--- config.mk ---
export PLATFORM = sky130hd
export DESIGN_NAME = sprite_rom_arbiter
export DESIGN_NICKNAME = d
export VERILOG_FILES = /design/src/rtl/sprite_arb_pkg.sv /design/src/rtl/sprite_rom_arbiter_rr_pick.sv /design/src/rtl/sprite_rom_arbiter.sv
export SDC_FILE = /design/constraint.sdc
export NUM_CORES = 1
export LEC_CHECK = 0
export BUFFER_PORTS_ARGS = -buffer_cell sky130_fd_sc_hd__buf_2
export CAP_MARGIN = 20
export CORE_MARGIN = 2
export CORE_UTILIZATION = 42
export CTS_BUF_LIST = sky130_fd_sc_hd__clkbuf_8
export DETAILED_ROUTE_END_ITERATION = 10
export MAX_ROUTING_LAYER = met4
export PLACE_DENSITY_LB_ADDON = 0.25
export RECOVER_POWER = 100
export SLEW_MARGIN = 40
export SYNTH_ARGS = -nofsm -noshare
export SYNTH_HDL_FRONTEND = slang
export SYNTH_HIERARCHICAL = 1
export SYNTH_SLANG_ARGS = --single-unit
export TNS_END_PERCENT = 20
--- constraint.sdc ---
create_clock -name Clk -period 2.14 [get_ports Clk]
set_clock_uncertainty 0.15 [all_clocks]
set_input_delay 0.321 -clock Clk [delete_from_list [all_inputs] [get_ports Clk]]
set_output_delay 0.321 -clock Clk [all_outputs]
set_load 0.01 [all_outputs]
--- src/rtl/sprite_arb_pkg.sv ---
// Shared types and constants for the sprite ROM arbiter: FSM state encoding,
// requester index width and the tag carried alongside each in-flight ROM read.
package sprite_arb_pkg;

  localparam int unsigned SPRITE_N_REQ = 4;
  localparam int unsigned IDX_W        = $clog2(SPRITE_N_REQ);

  typedef enum logic [1:0] {
    IDLE,
    ARB,
    DRAIN
  } arb_state_t;

  typedef struct packed {
    logic             valid;
    logic [IDX_W-1:0] idx;
  } tag_t;

endpackage

--- src/rtl/sprite_rom_arbiter_rr_pick.sv ---
// Combinational round-robin first-one finder: returns the first set bit of
// eligible at or above rr_ptr, wrapping to index 0.
module rr_pick #(
  parameter int N_REQ = 4,
  parameter int IDX_W = $clog2(N_REQ)
) (
  input  logic [N_REQ-1:0] eligible,
  input  logic [IDX_W-1:0] rr_ptr,
  output logic [IDX_W-1:0] winner,
  output logic             found
);

  logic             hi_found;
  logic             lo_found;
  logic [IDX_W-1:0] hi_idx;
  logic [IDX_W-1:0] lo_idx;

  // Scan downward so the last hit in each half is the lowest index there.
  always_comb begin
    // NOTE: every output of a combinational block gets a default first, so
    // no path leaves a value unassigned and no latch is inferred.
    hi_found = 1'b0;
    lo_found = 1'b0;
    hi_idx   = '0;
    lo_idx   = '0;
    for (int j = N_REQ - 1; j >= 0; j--) begin
      if (eligible[j]) begin
        if (j >= int'(rr_ptr)) begin
          hi_found = 1'b1;
          hi_idx   = IDX_W'(j);
        end else begin
          lo_found = 1'b1;
          lo_idx   = IDX_W'(j);
        end
      end
    end
    found  = hi_found | lo_found;
    winner = hi_found ? hi_idx : lo_idx;
  end

endmodule

--- src/rtl/sprite_rom_arbiter.sv ---
// Round-robin arbiter sharing one sprite ROM between Pac-Man and three ghosts,
// with a tag pipeline routing each ROM word back to its requester.
// Define SPRITE_ARB_PAC_PRIO_EN to give requester 0 (Pac-Man) fixed priority.
module sprite_rom_arbiter
  import sprite_arb_pkg::*;
#(
  parameter int N_REQ   = SPRITE_N_REQ,  // must match the package's SPRITE_N_REQ
  parameter int ADDR_W  = 10,
  parameter int DATA_W  = 24,
  parameter int ROM_LAT = 2
) (
  input  logic                    Clk,
  input  logic                    Reset_n,
  input  logic                    frame_start,
  input  logic                    arb_en,
  input  logic [N_REQ-1:0]        req,
  input  logic [N_REQ*ADDR_W-1:0] req_addr,
  output logic [N_REQ-1:0]        gnt,
  output logic                    rom_rd,
  output logic [ADDR_W-1:0]       rom_addr,
  input  logic [DATA_W-1:0]       rom_data,
  output logic [N_REQ-1:0]        rsp_valid,
  output logic [DATA_W-1:0]       rsp_data,
  output logic                    busy
);

  localparam int LAST = ROM_LAT - 1;

  arb_state_t       state;
  arb_state_t       state_nxt;
  logic [IDX_W-1:0] rr_ptr;
  logic [IDX_W-1:0] rr_ptr_nxt;
  logic [IDX_W-1:0] ptr_eff;
  logic [IDX_W-1:0] ptr_after;
  logic [IDX_W-1:0] rr_winner;
  logic [IDX_W-1:0] winner;
  logic             rr_found;
  logic             found;
  logic [N_REQ-1:0] eligible;
  logic [N_REQ-1:0] pick_vec;
  logic [N_REQ-1:0] gnt_nxt;
  logic             rom_rd_nxt;
  logic [ADDR_W-1:0] rom_addr_nxt;
  tag_t             tag_q [ROM_LAT];

  // Last cycle's grant is the mask: a requester still holding req while it
  // sees its grant cannot win twice in a row.
  assign eligible = req & ~gnt;

`ifdef SPRITE_ARB_PAC_PRIO_EN
  localparam logic [IDX_W-1:0] PTR_HOME = IDX_W'(1);

  assign pick_vec  = {eligible[N_REQ-1:1], 1'b0};
  assign winner    = eligible[0] ? '0 : rr_winner;
  assign found     = eligible[0] | rr_found;
  // Pac-Man wins leave the ghost rotation untouched; it wraps N_REQ-1 -> 1.
  assign ptr_after = eligible[0] ? ptr_eff :
                     (rr_winner == IDX_W'(N_REQ - 1)) ? IDX_W'(1) : rr_winner + IDX_W'(1);
`else
  localparam logic [IDX_W-1:0] PTR_HOME = '0;

  assign pick_vec  = eligible;
  assign winner    = rr_winner;
  assign found     = rr_found;
  assign ptr_after = (rr_winner == IDX_W'(N_REQ - 1)) ? '0 : rr_winner + IDX_W'(1);
`endif

  // frame_start homes the pointer for the decision made in the same cycle.
  assign ptr_eff = frame_start ? PTR_HOME : rr_ptr;

  rr_pick #(
    .N_REQ (N_REQ),
    .IDX_W (IDX_W)
  ) u_rr_pick (
    .eligible (pick_vec),
    .rr_ptr   (ptr_eff),
    .winner   (rr_winner),
    .found    (rr_found)
  );

  always_comb begin
    state_nxt    = state;
    gnt_nxt      = '0;
    rom_rd_nxt   = 1'b0;
    rom_addr_nxt = rom_addr;
    rr_ptr_nxt   = ptr_eff;
    unique case (state)
      IDLE: begin
        if (frame_start || (arb_en && |req)) state_nxt = ARB;
      end
      ARB: begin
        if (!arb_en) begin
          state_nxt = DRAIN;
        end else if (found) begin
          gnt_nxt      = N_REQ'(1) << winner;
          rom_rd_nxt   = 1'b1;
          rom_addr_nxt = req_addr[int'(winner)*ADDR_W +: ADDR_W];
          rr_ptr_nxt   = ptr_after;
        end
      end
      DRAIN: begin
        if (!busy) state_nxt = IDLE;
      end
      default: state_nxt = IDLE;
    endcase
  end

  always_ff @(posedge Clk or negedge Reset_n) begin
    if (!Reset_n) begin
      state    <= IDLE;
      rr_ptr   <= PTR_HOME;
      gnt      <= '0;
      rom_rd   <= 1'b0;
      rom_addr <= '0;
    end else begin
      // NOTE: state registers use non-blocking assignments so every flop
      // samples pre-edge values regardless of statement order.
      state    <= state_nxt;
      rr_ptr   <= rr_ptr_nxt;
      gnt      <= gnt_nxt;
      rom_rd   <= rom_rd_nxt;
      rom_addr <= rom_addr_nxt;
    end
  end

  // Stage 0 loads alongside rom_rd; the last stage fires rsp_valid as the
  // ROM word for that read is captured.
  always_ff @(posedge Clk or negedge Reset_n) begin
    if (!Reset_n) begin
      // NOTE: the tag pipeline is reset, not left uninitialised like a data
      // memory, because its valid bits directly drive busy and rsp_valid.
      for (int i = 0; i < ROM_LAT; i++) tag_q[i] <= '0;
      rsp_valid <= '0;
      rsp_data  <= '0;
    end else begin
      tag_q[0] <= '{valid: rom_rd_nxt, idx: winner};
      for (int i = 1; i < ROM_LAT; i++) tag_q[i] <= tag_q[i-1];
      rsp_valid <= tag_q[LAST].valid ? (N_REQ'(1) << tag_q[LAST].idx) : '0;
      if (tag_q[LAST].valid) rsp_data <= rom_data;
    end
  end

  always_comb begin
    busy = 1'b0;
    for (int i = 0; i < ROM_LAT; i++) busy = busy | tag_q[i].valid;
  end

endmodule

# After elaboration in Yosys (flattened, before gate mapping)

Index checks and enable logic that the tools add are counted.

Flip-flop bits (word level): 52
Input port bits: 72
Output and inout bits: 44
Logic and storage cells: 77

$add $sub $neg: 1
Multiply operators: 1
Order comparisons: 3
Equal/unequal tests: 6
Shifts and indexed selects: 3
Multiplexer cells: 43
Bitwise gates (word level): 4
Reductions and logical operators: 6

Operators with widths:

| cell                                                             | number |
|---|---|
| 2-to-1 mux 2 bit                                                 | 22 |
| variable part select 40 x 7 -> 10 bit                            | 1 |
| 2-to-1 mux 1 bit                                                 | 16 |
| 2-to-1 mux 4 bit                                                 | 4 |
| left shift 1 x 2 -> 4 bit, first input constant                  | 2 |
| inequality test 2 bit, second input constant                     | 3 |
| case mux 2 bit (3 select lines)                                  | 1 |
| AND reduction 3 bit                                              | 2 |
| multiplier 2 x 3 -> 5 bit, second input constant                 | 1 |
| bitwise AND 4 bit                                                | 1 |
| equality test 2 bit, second input constant                       | 2 |
| greater-or-equal comparator 1 x 2 -> 1 bit, first input constant | 2 |
| inverter 4 bit                                                   | 1 |
| OR reduction 4 bit                                               | 1 |
| adder 2 x 1 -> 2 bit, second input constant                      | 1 |
| equality test 2 x 1 -> 1 bit, second input constant              | 1 |
| greater-or-equal comparator 2 bit, first input constant          | 1 |
| logical NOT 2 bit                                                | 1 |
| OR 1 bit                                                         | 2 |
| logical AND 1 bit                                                | 1 |
| logical OR 1 bit                                                 | 1 |

# Longest topological paths before layout

Gate-level depths: netlist of the first run.

Word-level depth: 15
Gate-level depth with buffers: 9

# Cells and area by module

Netlist of the first run, hierarchy kept.

By module, submodules not included:

| module             | instances | cells each | area an instance (um2) |
|---|---|---|---|
| sprite_rom_arbiter | 1         | 159        | 2192.1 |
| rr_pick            | 1         | 15         | 77.6 |

# Worst setup path after synthesis of the first run

Ideal clock, no wire load.

Kind: reg-to-reg
From: register gnt[1]
To: register rom_addr[1]
Setup time: 0.117 ns
Arrival time: 2.166 ns
Setup slack: -0.292 ns
Cell stages (with the launch flop): 9
Buffers on the path: 1
Clock period less this slack: 2.432 ns
Path through: dfrtp_1 nor2b_1 inv_1 a221o_1 a21oi_1 buf_6 mux4_2 nand2_1 nand2_1

Cells in the longest elaborated chain, start to end: 8
Elaborated cells on any way between the ends: 19
Those cells by class: 1 x mul; 1 x shift; 13 x mux; 3 x bitwise; 1 x reduce/logical

Ends and longest elaborated chain:

| element                                                     | RTL line                         | text |
|---|---|---|
| start, declared                                             | sprite_rom_arbiter.sv:18         | `output logic [N_REQ-1:0] gnt,` |
| start signal, assigned                                      | sprite_rom_arbiter.sv:120        | `gnt <= gnt_nxt;` |
| inverter 4 bit (*)                                          | sprite_rom_arbiter.sv:48         | `assign eligible = req & ~gnt;` |
| bitwise AND 4 bit (*)                                       | sprite_rom_arbiter.sv:48         |  |
| via eligible[1]                                             | sprite_rom_arbiter.sv:39         | `logic [N_REQ-1:0] eligible;` |
| 2-to-1 mux 2 bit / 2-to-1 mux 1 bit (equally long branches) | sprite_rom_arbiter_rr_pick.sv:27 | `if (eligible[j]) begin` |
| 2-to-1 mux 2 bit / 2-to-1 mux 1 bit (equally long branches) | sprite_rom_arbiter_rr_pick.sv:28 | `if (j >= int'(rr_ptr)) begin` |
| 2-to-1 mux 2 bit / 2-to-1 mux 1 bit (equally long branches) | sprite_rom_arbiter_rr_pick.sv:27 |  |
| 2-to-1 mux 2 bit (*)                                        | sprite_rom_arbiter_rr_pick.sv:38 | `winner = hi_found ? hi_idx : lo_idx;` |
| via rr_winner[0]                                            | sprite_rom_arbiter.sv:35         | `logic [IDX_W-1:0] rr_winner;` |
| multiplier 2 x 3 -> 5 bit (*)                               | sprite_rom_arbiter.sv:97         | `rom_addr_nxt = req_addr[int'(winner)*ADDR_W +: ADDR_W];` |
| variable part select 40 x 7 -> 10 bit (*)                   | sprite_rom_arbiter.sv:97         |  |
| end signal, assigned                                        | sprite_rom_arbiter.sv:122        | `rom_addr <= rom_addr_nxt;` |
| end, declared                                               | sprite_rom_arbiter.sv:20         | `output logic [ADDR_W-1:0] rom_addr,` |

The timed path passes the listed nets; every way through them passes the cells marked *.
A chain may end at the register's enable or synchronous reset.

# Final worst setup path of the first run

From: register gnt[1]
To: register rom_addr[3]

The elaborated chain is that of the path after synthesis.

==> impl_metrics.tcl, run 1 <==
set metrics [dict create \
    power.net_switching_mw 1.04 \
    drt_first_pass_iters 4 \
    initial_core_util 0.439 \
    critPathMaxFanout 12 \
    finalCoreUtilization 0.594 \
    via_density_per_instance 4.73 \
    synth.yosys.warnings 6 \
    dieHeight_um 77.5 \
    fp-row-count 26 \
    synth_area_leaders "dfrtp_1 57%, mux2_2 12%, mux4_2 7.9%" \
    number_of_antenna_violations_at_the_first_check_in_global_routing 0 \
    synth.most_common_cell "dfrtp_1" \
    antennaDiodeCount 0 \
    place_ws_ns -0.187 \
    synth-async-reset-ratio 1.00 \
    clock-sinks 52 \
    synthesized_net_count 250 \
    routabilityCongestion 0.834 \
    cts_inserted_buffers 5 \
    synth-edff-count 0 \
    p_leak_nw 1.50 \
    fmax_mhz 460 \
    clockPowerShare 0.212 \
    cts.clk_slew.worst_paths_ns 0.09 \
    finalSetupViolCount 10 \
    seq_area_frac_synth 0.573 \
    fp.dieArea_um2 6010 \
    io-pin-count 116 \
    intPower_mw 2.28 \
    dp_hpwl_um 3610 \
    violated_checks "setup timing" \
    final-max-slew-violation-count 0 \
    post_drt_wl_per_cell_um 12.4 \
    wirelength_um 4610 \
    critical_path.endpoint_type "flop" \
    critical_path_class "reg -> reg" \
    grt_pass1_wl_um 7690 \
    yosysTopAreaCellShare 0.573 \
    max_cap_viol_count 0 \
    post_route_cells_drive_above_1_share 0.422 \
    synth.top_cells.by_count "52 x dfrtp_1, 36 x nand2_1, 24 x mux2_2, 8 x inv_1, 8 x mux4_2" \
    postSynthCellCount 174 \
    max_slew_margin 0.284 \
    num-fill-cells 475 \
    sequentialPowerShare 0.454 \
    syn_area_um2 2270 \
    synth.avg_cell_area_um2 13.0 \
    ys_seq_elements 52 \
    ys.flop_type "dfrtp_1" \
    combinationalPowerShare 0.334 \
    fin_ws_ns -0.0356 \
    power-per-cell-area_nw_per_um2 1080 \
    clock_tree.htree_level_count 2 \
    number_of_global_route_vias_before_repair 1756 \
    timing.final.crit_period_ns 2.18 \
    min-delay-path-class "in -> reg" \
    finalHoldViolCount 0 \
    synth_top_area_cell "dfrtp_1" \
    start_kind "flop" \
    run_status "complete, but fails checks" \
    clk-insertion-delay-late_ns 0.29 \
    swShare 0.314 \
    layout-area-overhead-vs-synth_pct 35.3 \
    power.ir.vdd_worst_mv 0.411 \
    finalCritPeriodShare 1.02 \
    layout.nets 378 \
    buffer_ports.inserted 115 \
    grt_setup_unrepaired "true" \
    area_inside_the_core_boundary_um2 5170 \
    cts-root-to-sink-buffers 2 \
    tritoncts_clock_tree "built" \
    ys_types 28 \
    grt_max_degree 29 \
    detail_route.drc_violations 0 \
    clk_root_buffer_cell "clkbuf_8" \
    worst_ep_arrival_time_ns 2.22 \
    worst-slew-pin-transition_ns 1.07 \
    grt_use_total 0.165 \
    vias 1765 \
    die_width_um 77.5 \
    globalRoute.totalOverflow 0 \
    ant_nets 0 \
    critical_path_required_ns 2.18 \
    first_iter_violations 28 \
]
-- worst paths after layout --
check / startpoint / end / slack [ns] / cells after the start
min in group asynchronous: Reset_n / rsp_data[3] / 0.60 / 2
max reg2reg: gnt[1] / rom_addr[3] / -0.04 / 8
min: arb_en / state[1] / 0.1 / 2
min reg2reg: tag_q[4] / tag_q[1] / 0.20 / 0
max: gnt[1] / rom_addr[3] / -0.04 / 8
max in group asynchronous: Reset_n / rsp_data[15] / 0.30 / 3
-- cell type report --
cell class                 instances  area [um^2]  share of cell area
sequential                        52         1300               0.424
multi-input combinational        107          901               0.293
timing repair buffer             128          626               0.204
clock buffer                       7         96.3              0.0314
tap                               70         87.6              0.0285
clock inverter                     1         30.0             0.00978
inverter                           8         30.0             0.00978
-- state kept, by name, indices dropped and copies added, names as in the netlist --
name / cells
rsp_data: 24
rsp_valid: 4
gnt: 4
state: 2
rr_ptr: 2
tag_q: 6
rom_addr: 10
-- layout by cell type (no fill, tap or decap), types with 2 or more instances in the layout --
cell / instances
clkbuf_4: 2
nor2b_1: 5
nor2_1: 2
nand2_1: 36
a21oi_1: 4
clkbuf_8: 7
and2_1: 4
clkbuf_2: 2
mux2_2: 24
ha_1: 4
dfrtp_1: 52
inv_1: 8
o21ai_0: 2
buf_2: 72
nand2b_1: 3
buf_4: 6
clkbuf_1: 44
mux4_2: 10
-- metal layers --
| layer | track usage | vias up | wire [um] | part of all wire |
|---|---|---|---|---|
| met2 | 0.295 | 82 | 2370 | 0.51 |
| li1 | - | 847 | - | - |
| met1 | 0.184 | 831 | 1880 | 0.41 |
| met5 | - | - | 0 | 0 |
| met4 | 0.0554 | 0 | 53 | 0.011 |
| met3 | 0.0326 | 5 | 304 | 0.066 |
-- through the flow --
| stage | setup TNS, ns | hold WS [ns] | std cells | instance area, um^2 | power (mW) |
|---|---|---|---|---|---|
| floorplan | -0.543 | -0.125 | 174 | 2280 | 2.19 |
| global placement | -0.741 | 0.149 | 364 | 3010 | 2.70 |
| detailed placement | -1.27 | 0.153 | 364 | 3010 | 2.73 |
| CTS | -0.363 | 0.0840 | 373 | 3130 | 3.45 |
| global route | -1.48 | 0.0891 | 373 | 3070 | 3.55 |
| finish | -0.202 | 0.100 | 373 | 3070 | 3.32 |
-- repair_timing --
item	4_1_cts	5_1_grt
setup endpoints to repair	10	10
endpoints found under the hold margin	20	0
setup buffers	0	0
gates resized for setup	2	0
hold buffers	1	0
-- logic make-up after synthesis --
logic type	count (synthesis)	share of synthesized area
simple gates	58	0.121
flops	52	0.573
mux	34	0.222
buf+inv	15	0.0325
compound gates	11	0.0298
fa+ha+maj	4	0.0221
-- critical path, cell delays in order, from the launching register on --
cell	delay, ns
dfrtp_1	0.39
nor2b_2	0.12
inv_1	0.07
a221o_1	0.35
a21oi_4	0.19
buf_12	0.17
mux4_2	0.51
nand2_1	0.08
nand2_1	0.05
-- power groups by stage --
| stage | clock network (mW) | logic [mW] | registers, mW |
|---|---|---|---|
| finish | 0.703 | 1.11 | 1.51 |
| global route | 0.770 | 1.23 | 1.55 |
| CTS | 0.729 | 1.22 | 1.50 |
| detailed placement | 0 | 1.22 | 1.51 |
| global placement | 0 | 1.19 | 1.51 |
| floorplan | 0 | 0.521 | 1.67 |
No activity file was read; power rests on OpenSTA's default activity.
==> inputs of run 2 (changes only) <==
--- a/config.mk
+++ b/config.mk
@@ -8,12 +8,12 @@
 export BUFFER_PORTS_ARGS = -buffer_cell sky130_fd_sc_hd__buf_2
 export CAP_MARGIN = 20
 export CORE_MARGIN = 2
-export CORE_UTILIZATION = 42
+export CORE_UTILIZATION = 47
 export CTS_BUF_LIST = sky130_fd_sc_hd__clkbuf_8
 export DETAILED_ROUTE_END_ITERATION = 10
 export MAX_ROUTING_LAYER = met4
 export PLACE_DENSITY_LB_ADDON = 0.25
-export RECOVER_POWER = 100
+export RECOVER_POWER = 50
 export SLEW_MARGIN = 40
 export SYNTH_ARGS = -nofsm -noshare
 export SYNTH_HDL_FRONTEND = slang
==> constraint.sdc (replaced) <==
create_clock -name Clk -period 2.1 [get_ports Clk]
set_clock_uncertainty 0.15 [all_clocks]
set_input_delay 0.315 -clock Clk [delete_from_list [all_inputs] [get_ports Clk]]
set_output_delay 0.315 -clock Clk [all_outputs]
set_load 0.01 [all_outputs]
==> run 2 against run 1 <==
Compared with the run above:
- the flow still finishes with violations (setup timing)
- die area is 10% lower
- fmax is 1.0% higher
- final cell count is 4.8% lower
- clock-buffer cell count is 2 lower
- sequential cell count stayed put
- routed wire length is 3.4% lower
- clock power is 7.7% lower
- non-clock buffer count is 2 lower
==> impl_metrics.tcl, run 2 (synthesis results as in run 1) <==
set metrics [dict create \
    largest_register_ffs 24 \
    combinationalPowerShare 0.345 \
    wirelength_um 4460 \
    fin_tns_setup_ns -0.327 \
    final_cell_mix "84 x buf_2, 52 x dfrtp_1, 36 x nand2_1" \
    post_route_cells_drive_above_1_share 0.462 \
    clk_root_buffer_cell "clkbuf_8" \
    grt_pass1_wl_um 7490 \
    fmax_mhz 464 \
    power.total_mw 3.33 \
    grt_use_total 0.188 \
    violated_checks "setup timing" \
    buffer_ports.inserted 115 \
    first_iter_violations 76 \
    power-per-cell-area_nw_per_um2 1090 \
    critical_path_class "reg -> reg" \
    finalSetupViolCount 11 \
    globalRoute.totalOverflow 0 \
    swShare 0.316 \
    start_kind "flop" \
    worst-r2r-setup-slack_ns -0.05 \
    r2r-start "gnt[1]" \
    detail_route.drc_violations 0 \
    final_common_cell "buf_2" \
    cts.clk_slew.worst_paths_ns 0.09 \
    power.net_switching_mw 1.05 \
    critical_path.endpoint_type "flop" \
    cts_setup_buffers 0 \
    run_status "complete, but fails checks" \
    post_drt_wl_per_cell_um 12.6 \
    hold_path.startpoint "arb_en" \
    max_slew_margin 0.570 \
    initial_core_util 0.484 \
    worst-slew-pin-transition_ns 0.645 \
    sequentialPowerShare 0.460 \
    grt_setup_unrepaired "true" \
    via_density_per_instance 4.93 \
    vias 1751 \
    layout.nets 376 \
    layout-area-overhead-vs-synth_pct 34.6 \
    num-fill-cells 399 \
    grt_max_degree 28 \
    max_cap_viol_count 0 \
    worst-r2r-cell-count 8 \
    finalCritPeriodShare 1.03 \
    worstHoldEndpoint "state[1]" \
    drt_first_pass_iters 4 \
    routabilityCongestion 0.802 \
    final-max-slew-violation-count 0 \
    largest_register "rsp_data" \
    hold-path-cell-count 2 \
    cts-root-to-sink-buffers 2 \
    io-pin-count 116 \
    fp-row-count 25 \
    p_leak_nw 1.54 \
    timing.final.crit_period_ns 2.15 \
    number_of_global_route_vias_before_repair 1744 \
    worst_ep_arrival_time_ns 2.20 \
    finalCoreUtilization 0.651 \
    dieHeight_um 73.5 \
    tritoncts_clock_tree "built" \
    intPower_mw 2.28 \
    ant_nets 0 \
    clock-sinks 52 \
    finalHoldViolCount 0 \
    die_width_um 73.5 \
    cts_inserted_buffers 5 \
    worst_r2r_endpoint "rom_addr[6]" \
    area_inside_the_core_boundary_um2 4690 \
    fp.dieArea_um2 5400 \
    dp_hpwl_um 3520 \
    fin_ws_ns -0.0530 \
    critPathMaxFanout 11 \
    clk-insertion-delay-late_ns 0.29 \
    power.ir.vdd_worst_mv 0.452 \
    clockPowerShare 0.195 \
    top_regs "rsp_data (24), rom_addr (10), tag_q (6)" \
    number_of_antenna_violations_at_the_first_check_in_global_routing 0 \
    min-delay-path-class "in -> reg" \
    clock_tree.htree_level_count 2 \
    antennaDiodeCount 0 \
    critical_path_required_ns 2.14 \
]
-- run 2: cell types whose count changed in the layout (fill, tap and decap cells not counted) --
cell / before / now
clkbuf_1: 44 / 30
clkbuf_8: 7 / 5
inv_1: 8 / 9
buf_2: 72 / 84
buf_12: 1 / 2
o21ai_1: 0 / 1
o21ai_0: 2 / 1
clkinv_2: 0 / 1
buf_4: 6 / 8
clkbuf_4: 2 / 0
clkbuf_2: 2 / 1
-- run 2: area by class of cell --
class,instances,area (um^2),share of cell area
clock buffers,5,68.8,0.0225
clock inverters,3,38.8,0.0127
inverters,8,30.0,0.00983
repair buffers,126,648,0.212
well taps,54,67.6,0.0221
multi-input cells,107,901,0.295
flip-flops and latches,52,1300,0.426
-- run 2: worst max-delay path by stage --
stage | from | endpoint | cells after the start
5_1_grt | gnt[1] | rom_addr[6] | 8
3_3_place_gp | frame_start | rom_addr[0] | 9
3_5_place_dp | frame_start | rom_addr[9] | 8
6_report | gnt[1] | rom_addr[6] | 8
4_1_cts | gnt[1] | rom_addr[6] | 8
2_1_floorplan | gnt[1] | rom_addr[1] | 8
-- run 2: timing repair --
item	CTS	global route
endpoints found under the hold margin	25	0
setup endpoints to repair	11	15
resized for setup	2	0
hold buffers	1	0
-- run 2: per-layer routing --
layer / part of all wire / GRT usage
met5: 0 / -
met3: 0.070 / 0.0453
met4: 0.016 / 0.0788
met2: 0.51 / 0.311
met1: 0.40 / 0.220
-- run 2: power by group through the flow --
stage | logic [mW] | clock network (mW) | registers, mW
6_report | 1.15 | 0.649 | 1.53
5_1_grt | 1.28 | 0.729 | 1.58
4_1_cts | 1.23 | 0.677 | 1.53
3_5_place_dp | 1.23 | 0 | 1.55
3_3_place_gp | 1.20 | 0 | 1.53
2_1_floorplan | 0.531 | 0 | 1.70
-- run 2: worst max-delay path: stages (launching register included) --
cell and delay, ns:
dfrtp_1 0.39, nor2b_2 0.13, inv_1 0.07, a221o_1 0.35, a21oi_4 0.15, buf_12 0.16
mux4_2 0.51, nand2_1 0.08, nand2_1 0.05
-- run 2: through the flow --
step,hold slack (ns),instances,setup slack [ns],area (um^2)
final,0.0846,355,-0.0530,3060
after global routing,0.0737,355,-0.171,3060
after CTS,0.0744,355,-0.0720,3090
after detailed placement,0.193,346,-0.176,2980
after global placement,0.185,346,-0.120,2980
after floorplan,-0.131,174,-0.108,2280
